===== src/rtl/tetris_pkg.sv =====
// Shared definitions for the Tetris game blocks: controller state encodings,
// board geometry constants and the line-clear score table.
package tetris_pkg;

  localparam int ROWS    = 20;
  localparam int COLS    = 10;
  localparam int CELL_W  = 3;
  localparam int ROW_W   = 5;
  localparam int SCORE_W = 11;
  localparam int TOTAL_W = 16;

  typedef enum logic [2:0] {
    ST_START       = 3'd0,
    ST_PLAY        = 3'd1,
    ST_CHECK_LINES = 3'd2,
    ST_SPAWN       = 3'd3,
    ST_GAME_OVER   = 3'd4
  } game_state_e;

  typedef enum logic [2:0] {
    LC_IDLE = 3'd0,
    LC_READ = 3'd1,
    LC_EVAL = 3'd2,
    LC_FILL = 3'd3,
    LC_DONE = 3'd4
  } line_clear_state_e;

  function automatic logic [SCORE_W-1:0] score_for_lines(input int unsigned n);
    logic [SCORE_W-1:0] s;
    case (n)
      32'd0:   s = 11'd0;
      32'd1:   s = 11'd40;
      32'd2:   s = 11'd100;
      32'd3:   s = 11'd300;
      default: s = 11'd1200;
    endcase
    return s;
  endfunction

endpackage


===== src/rtl/tetris_row_full_detect.sv =====
// Combinational full-row detector: a row is full when every cell is nonzero.
module tetris_row_full_detect #(
  parameter int COLS   = tetris_pkg::COLS,
  parameter int CELL_W = tetris_pkg::CELL_W
) (
  input  logic [COLS*CELL_W-1:0] row,
  output logic                   full
);

  // AND-reduce the per-cell occupancy flags
  always_comb begin
    full = 1'b1;
    for (int c = 0; c < COLS; c++) begin
      full = full & (|row[c*CELL_W +: CELL_W]);
    end
  end

endmodule


===== src/rtl/tetris_line_clear.sv =====
// Scans the board bottom-up, compacts out full rows, zero-fills the top and
// reports the cleared-line count, score increment and running line total.
module tetris_line_clear #(
  parameter int ROWS   = tetris_pkg::ROWS,
  parameter int COLS   = tetris_pkg::COLS,
  parameter int CELL_W = tetris_pkg::CELL_W,
  parameter int ROW_W  = tetris_pkg::ROW_W
) (
  input  logic                   Clk,
  input  logic                   Reset_n,
  input  logic [2:0]             state_in,
  output logic [ROW_W-1:0]       rd_addr,
  input  logic [COLS*CELL_W-1:0] rd_data,
  output logic                   wr_en,
  output logic [ROW_W-1:0]       wr_addr,
  output logic [COLS*CELL_W-1:0] wr_data,
  output logic                   line_scan_done,
  output logic [ROW_W-1:0]       lines_cleared,
  output logic [10:0]            score_add,
  output logic [15:0]            total_lines
);
  import tetris_pkg::*;

  localparam logic [ROW_W-1:0] LAST_ROW = ROW_W'(ROWS - 1);

  line_clear_state_e state_r, state_s;
  logic [ROW_W-1:0]  r_r, w_r, cnt_r, cnt_nxt_s;
  logic              fill_pending_r;
  logic [ROW_W-1:0]  lines_r;
  logic [10:0]       score_r;
  logic [15:0]       total_r;
  logic [16:0]       total_sum_s;
  logic              done_r;
  logic              row_full_s;
  logic              wr_en_s;
  logic [ROW_W-1:0]  wr_addr_s;
  logic [COLS*CELL_W-1:0] wr_data_s;

  tetris_row_full_detect #(.COLS(COLS), .CELL_W(CELL_W)) u_row_full (
    .row  (rd_data),
    .full (row_full_s)
  );

  assign cnt_nxt_s   = cnt_r + ROW_W'(row_full_s);
  assign total_sum_s = {1'b0, total_r} + 17'(cnt_r);

  // State register
  always_ff @(posedge Clk or negedge Reset_n) begin
    if (!Reset_n) begin
      state_r <= LC_IDLE;
    end else begin
      state_r <= state_s;
    end
  end

  // Next-state logic; the row-0 decision uses the count including row 0 itself
  always_comb begin
    state_s = state_r;
    case (state_r)
      LC_IDLE: begin
        if (state_in == ST_CHECK_LINES) state_s = LC_READ;
        else                            state_s = LC_IDLE;
      end
      LC_READ: state_s = LC_EVAL;
      LC_EVAL: begin
        if (r_r == '0) begin
          if (cnt_nxt_s != '0) state_s = LC_FILL;
          else                 state_s = LC_DONE;
        end else begin
          state_s = LC_READ;
        end
      end
      LC_FILL: begin
        if (w_r == '0 || !fill_pending_r) state_s = LC_DONE;
        else                              state_s = LC_FILL;
      end
      LC_DONE: state_s = LC_IDLE;
      default: state_s = LC_IDLE;
    endcase
  end

  // Write-port drive: compaction copies in EVAL, zero rows in FILL
  always_comb begin
    wr_en_s   = 1'b0;
    wr_addr_s = w_r;
    wr_data_s = '0;
    case (state_r)
      LC_EVAL: begin
        if (!row_full_s && (w_r != r_r)) begin
          wr_en_s   = 1'b1;
          wr_data_s = rd_data;
        end else begin
          wr_en_s   = 1'b0;
        end
      end
      LC_FILL: wr_en_s = 1'b1;
      default: wr_en_s = 1'b0;
    endcase
  end

  // Scan pointers, counters and result registers
  always_ff @(posedge Clk or negedge Reset_n) begin
    if (!Reset_n) begin
      r_r            <= '0;
      w_r            <= '0;
      cnt_r          <= '0;
      fill_pending_r <= 1'b0;
      lines_r        <= '0;
      score_r        <= '0;
      done_r         <= 1'b0;
    end else begin
      done_r <= (state_s == LC_DONE);
      case (state_r)
        LC_IDLE: begin
          if (state_in == ST_CHECK_LINES) begin
            r_r     <= LAST_ROW;
            w_r     <= LAST_ROW;
            cnt_r   <= '0;
            lines_r <= '0;
            score_r <= '0;
          end
        end
        LC_EVAL: begin
          cnt_r          <= cnt_nxt_s;
          fill_pending_r <= (r_r == '0) && (cnt_nxt_s != '0);
          if (!row_full_s) w_r <= w_r - ROW_W'(1);
          if (r_r != '0)   r_r <= r_r - ROW_W'(1);
        end
        LC_FILL: begin
          if (w_r != '0) w_r <= w_r - ROW_W'(1);
          else           fill_pending_r <= 1'b0;
        end
        LC_DONE: begin
          lines_r <= cnt_r;
          score_r <= score_for_lines(32'(cnt_r));
        end
        default: ;
      endcase
    end
  end

  // Cumulative total; START wipes it, otherwise it accumulates with saturation
  always_ff @(posedge Clk or negedge Reset_n) begin
    if (!Reset_n) begin
      total_r <= '0;
    end else if (state_in == ST_START) begin
      total_r <= '0;
    end else if (state_r == LC_DONE) begin
      total_r <= total_sum_s[16] ? 16'hFFFF : total_sum_s[15:0];
    end
  end

  assign rd_addr        = r_r;
  assign wr_en          = wr_en_s;
  assign wr_addr        = wr_addr_s;
  assign wr_data        = wr_data_s;
  assign line_scan_done = done_r;
  assign lines_cleared  = lines_r;
  assign score_add      = score_r;
  assign total_lines    = total_r;

endmodule


===== config.mk =====
export PLATFORM = sky130hd
export DESIGN_NAME = tetris_line_clear
export DESIGN_NICKNAME = d
export VERILOG_FILES = /design/src/rtl/tetris_pkg.sv /design/src/rtl/tetris_row_full_detect.sv /design/src/rtl/tetris_line_clear.sv
export SDC_FILE = /design/constraint.sdc
export NUM_CORES = 1
export LEC_CHECK = 0
export BUFFER_PORTS_ARGS = -buffer_cell sky130_fd_sc_hd__buf_4
export CAP_MARGIN = 20
export CORE_ASPECT_RATIO = 2
export CORE_MARGIN = 3
export CORE_UTILIZATION = 46
export CTS_CLUSTER_DIAMETER = 200
export DETAILED_ROUTE_END_ITERATION = 16
export PLACE_DENSITY = 0.83
export SYNTH_ARGS = -nofsm -noshare
export SYNTH_HDL_FRONTEND = slang
export SYNTH_SLANG_ARGS = --single-unit

===== constraint.sdc =====
create_clock -name Clk -period 5.83 [get_ports Clk]
set_input_delay 0.8745 -clock Clk [delete_from_list [all_inputs] [get_ports Clk]]
set_output_delay 0.8745 -clock Clk [all_outputs]
set_load 0.05 [all_outputs]

* Word level (Yosys, flattened, before mapping)
Index checks and enable logic that the tools add are counted.
Word-level totals: flip-flop bits (word level) 52, bits of input ports 35, word-level logic and storage cells 96
Cells by class: add/sub/neg operators 4, equal/unequal tests 15, muxes and demuxes 26, bitwise operators 9, reduce and logical (&&, ||, !) cells 33
Operators by type and width (number):
- $mux W30 | 2
- $mux W16 | 3
- $pmux W11 S4 | 1
- $pmux W5 S2 | 3
- $reduce_or A3 Y1 | 10
- $mux W5 | 5
- $pmux W11 S2 | 1
- $add A16 B5 Y17 | 1
- $logic_not A5 Y1 | 3
- $pmux W5 S3 | 1
- $reduce_bool A5 Y1 | 3
- $pmux W3 S4 | 1
- $mux W11 | 1
- $eq A5 B2 Y1 const B | 2
- $ne A2 B2 Y1 const B | 5
- $sub A5 B1 Y5 const B | 2
- $and A1 B1 Y1 | 9
- $eq A3 B2 Y1 const B | 3
- $mux W3 | 3
- $reduce_bool A2 Y1 | 4
- $eq A3 B3 Y1 const B | 2
- $logic_not A3 Y1 | 2
- $reduce_and A2 Y1 | 3
- $add A5 B1 Y5 | 1
- 11 further kinds | 16

* Logic depth before layout (Yosys ltp)
depth in word-level cells 16, mapped depth 11, mapped depth without buffers 11

* By module
Synthesis repeated with hierarchy kept, for this count alone.
Unflattened totals: cells, all modules 332, area total of the unflattened synthesis 2936.6 um^2
Modules (own cells, without submodules):
- tetris_line_clear | instances 1, cells each 316, area an instance 2855.2 um^2
- tetris_row_full_detect | instances 1, cells each 16, area an instance 81.3 um^2

* Worst setup path before layout
OpenSTA, ideal clock, no wires.
path type input to output, start point input port rd_data[29], end point output port wr_data[20], arrival 2.418 ns, slack 2.537 ns, stages on the path 7, path through or3_1 -> o31ai_1 -> or4_4 -> nor2_4 -> a311oi_2 -> buf_2 -> and2_1
Between the ends: word-level cells in the longest chain between the ends 6
Ends and longest elaborated chain:
- from (decl) | line tetris_line_clear.sv:13 | input logic [COLS*CELL_W-1:0] rd_data,
- $reduce_or A3 Y1 | line tetris_row_full_detect.sv:14 | full = full & (|row[c*CELL_W +: CELL_W]);
- $and A1 B1 Y1 | line tetris_row_full_detect.sv:14
- $logic_not A1 Y1
- $logic_and A1 B1 Y1 | line tetris_line_clear.sv:89 | if (!row_full_s && (w_r != r_r)) begin
- $mux W30 | line tetris_line_clear.sv:89
- $mux W30 | line tetris_line_clear.sv:87 | case (state_r)
- to (decl) | line tetris_line_clear.sv:16 | output logic [COLS*CELL_W-1:0] wr_data,
No other way between the ends.

* Worst setup path in the final report
start point input port rd_data[23], end point output port wr_data[22]
Between the ends: word-level cells in the longest chain between the ends 8
Ends and longest elaborated chain (line):
- $reduce_or A3 Y1 | tetris_row_full_detect.sv:14
- $and A1 B1 Y1 (3 in series) | tetris_row_full_detect.sv:14
- $logic_not A1 Y1
- $logic_and A1 B1 Y1 | tetris_line_clear.sv:89
- $mux W30 | tetris_line_clear.sv:89
- $mux W30 | tetris_line_clear.sv:87
No other way between the ends.

==> results by group <==
Cells and area
  • Final net count: 469
  • Most frequent cells in the layout: buf_4, dfrtp_1, and2_1
  • Commonest non-fill, non-tap cell in the layout: buf_4
  • Register area: 1180 um2
  • Fill count: 548
  • Final Non-Filler Cells: 509
  • Area grow syn2layout: 35.1%
  • # diodes: 0
  • Share of cells above drive strength 1: 29.4%
  • Multi-input gate area: 1590 um2

Worst setup path
  • Critical path, cell by cell: buf_4, or3_1, o31ai_1, or4_4, nor2_4, a311oi_2, buf_4, and2_1, buf_4
  • Worst Setup SP: rd_data[23]
  • Critical Path RT: 4.96 ns
  • Delay-heaviest family, CP: simple AND/OR/NAND/NOR gates
  • CP dominant cell by count: buf_4
  • Crit path launch type: input pin
  • Crit path max fanout: 31
  • R2r startpoint: state_r[0]$_DFF_PN0_
  • CP arrival: 2.57 ns
  • CP max stage delay: 0.36 ns
  • Crit path kind: in -> out
  • Worst setup EP type: output port
  • Slowest cell on crit path: or3_1
  • WP buf/inv: 3

STA
  • Slew headroom: 44.6%
  • Max Slew Vio Count: 0
  • Sum of negative setup slack: 0 ns
  • RSZ-0062 raised after global routing: false
  • Final setup violation count: 0
  • Tmin final: 3.44 ns
  • Worst clock skew: 0.00538 ns
  • Final hold violations: 0
  • Final hold slack: 0.497 ns
  • Worst-Margin Slew: 0.829 ns
  • Final WS setup: 2.39 ns
  • Final period util: 59.1%
  • Achievable Freq: 0.290 GHz

Pwr
  • Gate power share: 53.0%
  • Peak supply drop: 0.000299 V
  • Seq pwr share: 27.7%
  • Clock power share: 19.3%
  • Total power: 1.91 mW
  • Power Density: 491 nW/um2
  • Switch Pwr: 0.932 mW
  • Sw Ratio: 48.9%
  • Pleak: 1.90 nW
  • Int Pwr: 0.975 mW

Synth
  • Syn Area/Cell: 8.82 um2
  • Yosys reg bits: 47
  • Yosys Warn Count: 0
  • EDFF count, synth: 0
  • Synth Instances: 326
  • Seq/Total Area, Yosys: 40.9%
  • Netlist Area Pre-Place: 2880 um2
  • Main synth FF type: dfrtp_1
  • Synth cell types: 51
  • FFs w/ async S/R, synth: 100%

CTS
  • Clock Tree Root: clkbuf_16
  • CTS H-tree depth: 2
  • Post-CTS sizing: 0
  • Sink Count: 47
  • Clock Path Buffers: 2
  • Clk Latency, worst-skew pair: 0.29 ns
  • Clock slew at reported path FFs: 0.07 ns
  • CTS buffer count: 5
  • Cts hold-fix bufs: 0
  • CTS tree: yes
  • Post-CTS Setup Inserts: 0

Floorplan
  • Initial Utilization: 47.5%
  • Std-Cell Rows: 40
  • Die ar.: 7290 um2
  • Die X: 61.9 um
  • # IOs: 109
  • Die Y: 118 um
  • CORE AREA: 6060 um2

GRT
  • Grt total ovfl: 0
  • First-pass GRT wire length: 12,900 um
  • Pin count of the biggest net entering global routing: 48
  • Gr usage total: 22.7%
  • Vias in the first global route: 2,890
  • Initial antenna violation count: 0

Drt
  • Post-DRT Antenna Nets: 0
  • DR vias/cell: 5.54
  • Vias post-DR: 2,819
  • Routed WL per cell: 15.7 um
  • Final wirelength: 8010 um
  • Pre-Repair DR Iteration Count: 4
  • Iteration-0 DRC Markers: 177
  • Drt drc: 0

Hold path
  • Hold path start: score_add[3]$_DFFE_PN0P_
  • Min-delay worst type: reg -> reg

Placement
  • Cells after DPL: 501
  • DP Wirelength: 6190 um
  • Place WS: 2.21 ns
  • Placer Congestion: 0.880
  • Buffers added on ports: 105

Job
  • Max-cap viol count: 0

Run status
  • Status: completed
## path summary, 6_finish.rpt
kind / endpoint / slack [ns] / depth (start not counted)
worst max register to register: wr_addr[2]$_DFFE_PN0P_ / 3.21 / 6
worst max-delay path: wr_data[22] / 2.39 / 9
worst min register to register: score_add[3]$_DFFE_PN0P_ / 0.50 / 2
min in group asynchronous: total_lines[2]$_DFFE_PN0P_ / 0.58 / 1
worst min-delay path: score_add[3]$_DFFE_PN0P_ / 0.50 / 2
max in group asynchronous: fill_pending_r$_DFFE_PN0P_ / 4.84 / 1
## cells in the mapped netlist (all sizes together), types with 2 or more instances
| master | n | area (um2) |
|---|---|---|
| o21a | 2 | 15.0 |
| nand2 | 31 | 116 |
| nor2b | 2 | 12.5 |
| nand4 | 2 | 12.5 |
| nand2b | 3 | 18.8 |
| a31oi | 5 | 31.3 |
| a21o | 4 | 30.0 |
| xor2 | 7 | 61.3 |
| or4 | 3 | 26.3 |
| o21ai | 13 | 65.1 |
| a211oi | 8 | 60.1 |
| clkbuf | 9 | 35.0 |
| and4b | 3 | 30.0 |
| nand3 | 20 | 100 |
| nand3b | 2 | 15.0 |
| and2 | 36 | 226 |
| xnor2 | 5 | 43.8 |
| or3 | 5 | 31.3 |
| a311oi | 4 | 41.3 |
| ha | 9 | 113 |
| buf | 9 | 60.1 |
| a21oi | 16 | 80.1 |
| nor2 | 27 | 109 |
| dfrtp | 47 | 1180 |
| a22o | 2 | 17.5 |
| o31ai | 4 | 35.0 |
| nor3 | 29 | 150 |
| inv | 6 | 22.5 |
## metrics by stage
step / instance area [um2] / utilization (%)
after floorplan: 2880 / -
after global placement: 3700 / 61.0
after detailed placement: 3700 / 61.0
after CTS: 3880 / 64.2
after global routing: 3880 / 64.2
final: 3880 / 64.2
## flip-flops by register name, summed over array words and instances (netlist names)
| name | flops |
|---|---|
| total_lines | 16 |
| score_add | 6 |
| cnt_r | 5 |
| lines_cleared | 5 |
| rd_addr | 5 |
| wr_addr | 5 |
| state_r | 3 |
| fill_pending_r | 1 |
| line_scan_done | 1 |
## tightest hold or removal path: cells and delay by family (launching register included)
family	cells	cell delay (ns)
flip-flops	1	0.35
AND/OR/NAND/NOR	2	0.12
## power groups by stage
stage | registers, mW | logic [mW] | clock network, mW
after floorplan | 0.731 | 0.515 | 0
after global placement | 0.529 | 0.993 | 0
after detailed placement | 0.532 | 1.01 | 0
after CTS | 0.527 | 1.02 | 0.370
after global routing | 0.542 | 1.08 | 0.379
final | 0.528 | 1.01 | 0.368
## area by class of cell
| class | count | share of cell area, % |
|---|---|---|
| well taps | 84 | 2.71 |
| clock inverters | 2 | 1.55 |
| repair buffers | 107 | 20.7 |
| multi-input cells | 257 | 40.9 |
| clock buffers | 6 | 3.32 |
| flip-flops and latches | 47 | 30.3 |
| inverters | 6 | 0.580 |
## per-layer routing
metal,track usage [%],wire length [um]
met5,0,0
met4,9.83,240
met3,2.96,388
met2,41.1,4480
met1,24.5,2890
## cells by family (layout without fill, tap and decap cells)
group | after synthesis | after routing | synth area share (%)
compound gates | 63 | 63 | 15.5
xor+xnor | 12 | 12 | 3.66
fa+ha+maj | 10 | 10 | 4.61
buf+inv | 24 | 121 | 4.09
flops | 47 | 47 | 40.9
mux | 1 | 1 | 0.348
other cells | 1 | 3 | 0.130
simple gates | 168 | 168 | 30.8
(Power assumes the default switching activity.)
